### src/rtl/riscv_mem_pkg.sv
// Shared definitions for the RV32 data-memory load/store unit:
// funct3 encodings, LSU state encoding and access helpers.
package riscv_mem_pkg;

   localparam logic [2:0] F3_LB  = 3'b000;
   localparam logic [2:0] F3_LH  = 3'b001;
   localparam logic [2:0] F3_LW  = 3'b010;
   localparam logic [2:0] F3_LBU = 3'b100;
   localparam logic [2:0] F3_LHU = 3'b101;
   localparam logic [2:0] F3_SB  = 3'b000;
   localparam logic [2:0] F3_SH  = 3'b001;
   localparam logic [2:0] F3_SW  = 3'b010;

   typedef enum logic [2:0] {
      IDLE,
      ACC0,
      ACC1,
      WAIT,
      DONE
   } lsu_state_t;

   // Byte-lane mask of the access size, before shifting to the byte offset.
   function automatic logic [3:0] size_mask(input logic [2:0] funct3);
      case (funct3[1:0])
         2'b00:   return 4'b0001;
         2'b01:   return 4'b0011;
         2'b10:   return 4'b1111;
         default: return 4'b0000;
      endcase
   endfunction

   function automatic logic is_legal(input logic write, input logic [2:0] funct3);
      if (write)
         return (funct3 == F3_SB) || (funct3 == F3_SH) || (funct3 == F3_SW);
      return (funct3 == F3_LB) || (funct3 == F3_LH) || (funct3 == F3_LW) ||
             (funct3 == F3_LBU) || (funct3 == F3_LHU);
   endfunction

endpackage

### src/rtl/data_memory_lsu_if.sv
// Core-side request/response bus of the data-memory LSU.
interface data_memory_lsu_if;
   logic        req_valid;
   logic        req_ready;
   logic        req_write;
   logic [2:0]  req_funct3;
   logic [31:0] req_addr;
   logic [31:0] req_wdata;
   logic        resp_valid;
   logic        resp_error;
   logic [31:0] resp_rdata;

   modport master (
      output req_valid, req_write, req_funct3, req_addr, req_wdata,
      input  req_ready, resp_valid, resp_error, resp_rdata
   );

   modport slave (
      input  req_valid, req_write, req_funct3, req_addr, req_wdata,
      output req_ready, resp_valid, resp_error, resp_rdata
   );
endinterface

### src/rtl/data_memory_lsu_lane_align.sv
// Combinational lane steering: store mask/data spread over two words,
// and extraction plus sign/zero extension of load data from two words.
module lsu_lane_align
   import riscv_mem_pkg::*;
(
   input  logic [2:0]  funct3,
   input  logic [1:0]  offset,
   input  logic [31:0] wdata,
   input  logic [31:0] hi,
   input  logic [31:0] lo,
   output logic [7:0]  lane_mask,
   output logic [63:0] lane_data,
   output logic [31:0] load_result
);

   logic [31:0] shifted;

   assign lane_mask = {4'b0000, size_mask(funct3)} << offset;
   assign lane_data = {32'h0, wdata} << {offset, 3'b000};
   assign shifted   = 32'({hi, lo} >> {offset, 3'b000});

   // funct3[2] selects zero extension for LBU/LHU.
   always_comb begin
      load_result = shifted;
      case (funct3[1:0])
         2'b00:   load_result = {{24{shifted[7] & ~funct3[2]}}, shifted[7:0]};
         2'b01:   load_result = {{16{shifted[15] & ~funct3[2]}}, shifted[15:0]};
         default: load_result = shifted;
      endcase
   end

endmodule

### src/rtl/data_memory_lsu.sv
// RV32 load/store initiator for a word-addressed, byte-enabled memory with
// one-cycle read latency; word-crossing accesses are split into two accesses.
module data_memory_lsu
   import riscv_mem_pkg::*;
#(
   parameter int ADDR_WIDTH = 15
) (
   input  logic                  clock,
   input  logic                  reset,
   data_memory_lsu_if.slave      bus,
   output logic [ADDR_WIDTH-1:0] mem_address,
   output logic [3:0]            mem_byteena,
   output logic [31:0]           mem_data,
   output logic                  mem_wren,
   input  logic [31:0]           mem_q
);

   lsu_state_t state, next_state;

   logic                  wr_q;
   logic [2:0]            f3_q;
   logic [1:0]            off_q;
   logic [ADDR_WIDTH-1:0] word_q;
   logic [31:0]           wdata_q;
   logic [31:0]           lo_q;
   logic                  resp_valid_q;
   logic                  resp_error_q;
   logic [31:0]           resp_rdata_q;

   logic                  idle;
   logic [2:0]            sel_f3;
   logic [1:0]            sel_off;
   logic [31:0]           sel_wdata;
   logic [7:0]            lane_mask;
   logic [63:0]           lane_data;
   logic [31:0]           ext_hi;
   logic [31:0]           ext_lo;
   logic [31:0]           load_result;
   logic                  split;
   logic                  unused_addr;

   assign idle          = (state == IDLE);
   assign bus.req_ready = idle;
   assign bus.resp_valid = resp_valid_q;
   assign bus.resp_error = resp_error_q;
   assign bus.resp_rdata = resp_rdata_q;
   assign unused_addr   = ^bus.req_addr[31:ADDR_WIDTH+2];

   // In IDLE the aligner sees the live request so the first word can be
   // registered on the accept edge; afterwards it sees the latched request.
   assign sel_f3    = idle ? bus.req_funct3     : f3_q;
   assign sel_off   = idle ? bus.req_addr[1:0]  : off_q;
   assign sel_wdata = idle ? bus.req_wdata      : wdata_q;
   assign split     = |lane_mask[7:4];

   // Only consulted in WAIT, where mem_q carries the last word read.
   assign ext_hi = split ? mem_q : 32'h0;
   assign ext_lo = split ? lo_q  : mem_q;

   lsu_lane_align u_align (
      .funct3      (sel_f3),
      .offset      (sel_off),
      .wdata       (sel_wdata),
      .hi          (ext_hi),
      .lo          (ext_lo),
      .lane_mask   (lane_mask),
      .lane_data   (lane_data),
      .load_result (load_result)
   );

   always_comb begin
      next_state = state;
      case (state)
         IDLE: if (bus.req_valid)
                  next_state = is_legal(bus.req_write, bus.req_funct3) ? ACC0 : DONE;
         ACC0: next_state = split ? ACC1 : (wr_q ? DONE : WAIT);
         ACC1: next_state = wr_q ? DONE : WAIT;
         WAIT: next_state = DONE;
         DONE: next_state = IDLE;
         default: next_state = IDLE;
      endcase
   end

   always_ff @(posedge clock or posedge reset) begin
      if (reset) begin
         state        <= IDLE;
         wr_q         <= 1'b0;
         f3_q         <= 3'b000;
         off_q        <= 2'b00;
         word_q       <= '0;
         wdata_q      <= 32'h0;
         lo_q         <= 32'h0;
         mem_address  <= '0;
         mem_byteena  <= 4'b0000;
         mem_data     <= 32'h0;
         mem_wren     <= 1'b0;
         resp_valid_q <= 1'b0;
         resp_error_q <= 1'b0;
         resp_rdata_q <= 32'h0;
      end else begin
         state <= next_state;
         if (idle && bus.req_valid) begin
            wr_q    <= bus.req_write;
            f3_q    <= bus.req_funct3;
            off_q   <= bus.req_addr[1:0];
            word_q  <= bus.req_addr[ADDR_WIDTH+1:2];
            wdata_q <= bus.req_wdata;
         end
         if (state == ACC1)
            lo_q <= mem_q;

         if (idle && next_state == ACC0) begin
            mem_address <= bus.req_addr[ADDR_WIDTH+1:2];
            mem_byteena <= lane_mask[3:0];
            mem_data    <= lane_data[31:0];
            mem_wren    <= bus.req_write;
         end else if (next_state == ACC1) begin
            mem_address <= word_q + ADDR_WIDTH'(1);
            mem_byteena <= lane_mask[7:4];
            mem_data    <= lane_data[63:32];
            mem_wren    <= wr_q;
         end else begin
            mem_byteena <= 4'b0000;
            mem_wren    <= 1'b0;
         end

         resp_valid_q <= (next_state == DONE);
         if (next_state == DONE) begin
            resp_error_q <= idle;
            resp_rdata_q <= (state == WAIT) ? load_result : 32'h0;
         end
      end
   end

endmodule

### src/flat_wrapper.sv
// flat-port wrapper written by rule: the top's interface ports become plain ports
module data_memory_lsu_flat import riscv_mem_pkg::*;
#(
   parameter int ADDR_WIDTH = 15
)
  (clock, reset, mem_address, mem_byteena, mem_data, mem_wren, mem_q, bus_req_valid, bus_req_write, bus_req_funct3, bus_req_addr, bus_req_wdata, bus_req_ready, bus_resp_valid, bus_resp_error, bus_resp_rdata);
  data_memory_lsu_if bus_i ();
  input  logic clock;
  input  logic reset;
  output logic [ADDR_WIDTH-1:0] mem_address;
  output logic [3:0] mem_byteena;
  output logic [31:0] mem_data;
  output logic mem_wren;
  input  logic [31:0] mem_q;
  input wire logic [$bits(bus_i.req_valid)-1:0] bus_req_valid;
  input wire logic [$bits(bus_i.req_write)-1:0] bus_req_write;
  input wire logic [$bits(bus_i.req_funct3)-1:0] bus_req_funct3;
  input wire logic [$bits(bus_i.req_addr)-1:0] bus_req_addr;
  input wire logic [$bits(bus_i.req_wdata)-1:0] bus_req_wdata;
  output wire logic [$bits(bus_i.req_ready)-1:0] bus_req_ready;
  output wire logic [$bits(bus_i.resp_valid)-1:0] bus_resp_valid;
  output wire logic [$bits(bus_i.resp_error)-1:0] bus_resp_error;
  output wire logic [$bits(bus_i.resp_rdata)-1:0] bus_resp_rdata;
  assign bus_i.req_valid = bus_req_valid;
  assign bus_i.req_write = bus_req_write;
  assign bus_i.req_funct3 = bus_req_funct3;
  assign bus_i.req_addr = bus_req_addr;
  assign bus_i.req_wdata = bus_req_wdata;
  assign bus_req_ready = bus_i.req_ready;
  assign bus_resp_valid = bus_i.resp_valid;
  assign bus_resp_error = bus_i.resp_error;
  assign bus_resp_rdata = bus_i.resp_rdata;
  data_memory_lsu #(.ADDR_WIDTH(ADDR_WIDTH)) u_core (.clock(clock), .reset(reset), .bus(bus_i), .mem_address(mem_address), .mem_byteena(mem_byteena), .mem_data(mem_data), .mem_wren(mem_wren), .mem_q(mem_q));
endmodule
### config.mk
export PLATFORM = sky130hd
export DESIGN_NAME = data_memory_lsu_flat
export DESIGN_NICKNAME = d
export VERILOG_FILES = /design/src/rtl/riscv_mem_pkg.sv /design/src/rtl/data_memory_lsu_if.sv /design/src/rtl/data_memory_lsu_lane_align.sv /design/src/rtl/data_memory_lsu.sv /design/src/flat_wrapper.sv
export SDC_FILE = /design/constraint.sdc
export NUM_CORES = 1
export LEC_CHECK = 0
export CAP_MARGIN = 20
export CORE_AREA = 2 2 137 139
export DETAILED_ROUTE_END_ITERATION = 16
export DIE_AREA = 0 0 139 141
export GPL_ROUTABILITY_DRIVEN = 1
export PLACE_DENSITY = 0.95
export REMOVE_ABC_BUFFERS = 1
export SKIP_CTS_REPAIR_TIMING = 1
export SLEW_MARGIN = 5
export SYNTH_ARGS = -nofsm -noshare
export SYNTH_HDL_FRONTEND = slang
export SYNTH_HIERARCHICAL = 1
export SYNTH_SLANG_ARGS = --single-unit
export TNS_END_PERCENT = 5
### constraint.sdc
create_clock -name clock -period 9.2 [get_ports clock]
set_input_delay 1.84 -clock clock [delete_from_list [all_inputs] [get_ports clock]]
set_output_delay 1.84 -clock clock [all_outputs]
set_load 0.05 [all_outputs]
==> results.sh <==
export IMPL_outcome="finished, final reports clean"
export IMPL_finalClockSkew_ns=0.00913
export IMPL_r2r_start="u_core/state[2]"
export IMPL_antenna_found_initial=1
export IMPL_end_kind="flop"
export IMPL_switchingPower_mw=2.54
export IMPL_p_clk_share_pct=13.0
export IMPL_num_fill_cells=1332
export IMPL_p_seq_share_pct=24.6
export IMPL_slew_violations=0
export IMPL_crit_chain="clkdlybuf4s50_1 > mux2_4 > mux2_2 > a22o_1 > nor4_4 > mux2_2 > mux2_4 > a32oi_2 > o311ai_0 > a22o_1"
export IMPL_use_met1_pct=34.2
export IMPL_met2_usage_pct=46.1
export IMPL_timing_final_crit_share_pct=68.1
export IMPL_combPwrFrac_pct=62.4
export IMPL_clk_insertion_delay_late_ns=0.42
export IMPL_fin_nets=1158
export IMPL_first_iter_violations=586
export IMPL_cts_tree="yes"
export IMPL_startpoint="bus_req_addr[0]"
export IMPL_cp_slowest_cell="a32oi_2"
export IMPL_cts_num_sinks=174
export IMPL_fmax_ghz=0.160
export IMPL_dpl_hpwl_um=16800
export IMPL_yosysWarnings=6
export IMPL_overflow=0
export IMPL_fp_row_count=50
export IMPL_r2r_end="u_core/bus.resp_rdata[23]"
export IMPL_syn2layout_area_growth_pct=22.7
export IMPL_cts_root_buf="clkbuf_16"
export IMPL_postSynthCellCount=917
export IMPL_fp_dieH_um=141
export IMPL_reg2reg_slack_ns=3.46
export IMPL_cts_buffers=17
export IMPL_critPathMaxStageDelay_ns=0.93
export IMPL_critPathLaunchType="input pin"
export IMPL_detail_route_wl_per_cell_um=19.9
export IMPL_die_w_um=139
export IMPL_drc_errors=0
export IMPL_syn_area_per_cell_um2=11.0
export IMPL_routed_wl_um=25800
export IMPL_path_class="in2reg"
export IMPL_dieArea_um2=19600
export IMPL_synth_area_um2=10100
export IMPL_pin_count=190
export IMPL_regArea_um2=4350
export IMPL_power_density_nw_per_um2=452
export IMPL_tns_ns=0
export IMPL_grt_util_all_layers_pct=26.6
export IMPL_cp_top_family="compound AO/OA/AOI/OAI gates"
export IMPL_rsz0062_at_grt="no"
export IMPL_place_congestion=0.807
export IMPL_core_um2=18300
export IMPL_path_clk_slew_ns=0.07
export IMPL_maxCapViolCount=0
export IMPL_switching_share_pct=45.3
export IMPL_crit_path_end="u_core/bus.resp_rdata[23]"
export IMPL_hold_ws_ns=0.498
export IMPL_grt_busiest_layer="met2"
export IMPL_drive_gt1_share_pct=22.8
export IMPL_vias=7787
export IMPL_first_global_vias=7984
export IMPL_cts_buffer_depth=2
export IMPL_ant_nets=0
export IMPL_finalSetupViolCount=0
export IMPL_worst_pin_slew_ns=1.16
export IMPL_num_antenna_cells=0
export IMPL_cp_depth=10
export IMPL_avgViaCountPerCell=6.00
export IMPL_reg2reg_depth=11
export IMPL_crit_arrival_ns=6.58
export IMPL_hold_viol_final=0
export IMPL_critPathBufInv=1
export IMPL_port_buffers=174
export IMPL_cp_required_ns=9.51
export IMPL_hold_path_class="reg2reg"
export IMPL_grt_start_max_net_pins=70
export IMPL_relSlewSlack_pct=22.7
export IMPL_use_met3_pct=6.93
export IMPL_grt_pass1_wl_um=41800
export IMPL_worstPathMaxFanout=39
export IMPL_cellLeakagePower_nw=5.33
export IMPL_p_int_mw=3.07
export IMPL_start_util_pct=55.3
export IMPL_ir_worst_vdd_mv=0.349
export IMPL_multi_input_area_um2=5240
export IMPL_firstDrtPassIters=7
export IMPL_h_tree_depth=4
export IMPL_period_needed_ns=6.27
==> power by group through the flow <==
stage	Combinational, mW	Sequential (mW)	Clock (mW)
final	3.50	1.38	0.729
after global routing	3.74	1.42	0.772
after CTS	3.48	1.37	0.740
after detailed placement	3.46	1.38	0
after global placement	3.34	1.36	0
after floorplan	2.05	1.87	0
==> per-stage QoR <==
step / cell area [µm²] / total power [mW] / utilization [%] / cells / worst slack (ns)
after floorplan: 9630 / 3.91 / - / 843 / 0.573
after global placement: 11800 / 4.69 / 64.6 / 1264 / 2.70
after detailed placement: 11800 / 4.83 / 64.6 / 1264 / 2.59
after CTS: 12400 / 5.59 / 67.8 / 1296 / 3.04
after global routing: 12400 / 5.93 / 67.9 / 1297 / 2.78
final: 12400 / 5.61 / 67.9 / 1297 / 2.93
==> per-layer routing <==
metal	routed length [µm]	share of wire [%]	vias up
met5	10	0.039	-
met3	2150	8.3	22
met2	13000	50	340
met1	10500	41	3902
li1	-	-	3521
met4	217	0.84	2
==> placed cells by master (no fill, tap or decap), types with 3 or more instances in the layout <==
cell type	n
inv_1	14
nor2b_1	28
nand3_1	20
mux2_2	155
and3_1	10
nor2_1	66
clkdlybuf4s50_1	174
and2_1	9
a22oi_1	8
o21ai_1	9
mux2_4	5
nor3_1	3
clkbuf_16	17
conb_1	9
nand4_1	5
dfrtp_1	174
a22o_1	40
and3b_1	3
xor2_1	9
inv_6	4
nand2_1	106
buf_4	13
xnor2_1	4
mux4_2	26
ha_1	5
a31oi_1	32
o21ai_0	33
a21oi_1	9
clkinv_2	5
mux2i_1	36
and4_1	3
==> worst register-to-register path, delay by kind of cell (launching register included) <==
kind | cells | cell delay [ns]
compound gates | 4 | 1.78
buf+inv | 1 | 0.51
flops | 1 | 0.51
simple gates | 2 | 0.94
mux | 4 | 1.88
==> worst min path at each step <==
stage / from / slack [ns] / cells after the start / to
after global routing: u_core/wdata_q[24] / 0.52 / 1 / u_core/wdata_q[24]
after CTS: u_core/mem_address[1] / 0.50 / 2 / u_core/mem_address[1]
after detailed placement: u_core/bus.resp_rdata[27] / 0.48 / 1 / u_core/bus.resp_rdata[27]
after floorplan: u_core/lo_q[0] / 0.48 / 1 / u_core/lo_q[0]
after global placement: u_core/mem_address[1] / 0.47 / 2 / u_core/mem_address[1]
final: u_core/bus.resp_rdata[19] / 0.50 / 1 / u_core/bus.resp_rdata[19]
==> layout make-up <==
type                       instances  area share (%)
multi-input combinational        653            42.3
tap                              234            2.36
sequential                       174            35.1
clock buffer                      19            3.65
clock inverter                    13            1.10
timing repair buffer             188            15.0
inverter                          16           0.525
==> state kept, by name, summed over array words and instances (netlist names) <==
signal	flops
u_core/mem_wren	1
u_core/bus.resp_valid	1
u_core/word_q	15
u_core/mem_data	32
u_core/lo_q	32
u_core/mem_byteena	4
u_core/off_q	2
u_core/wr_q	1
u_core/f3_q	3
u_core/wdata_q	32
u_core/bus.resp_rdata	32
u_core/state	3
u_core/mem_address	15
u_core/bus.resp_error	1
No activity file was read; power rests on OpenSTA's default activity.
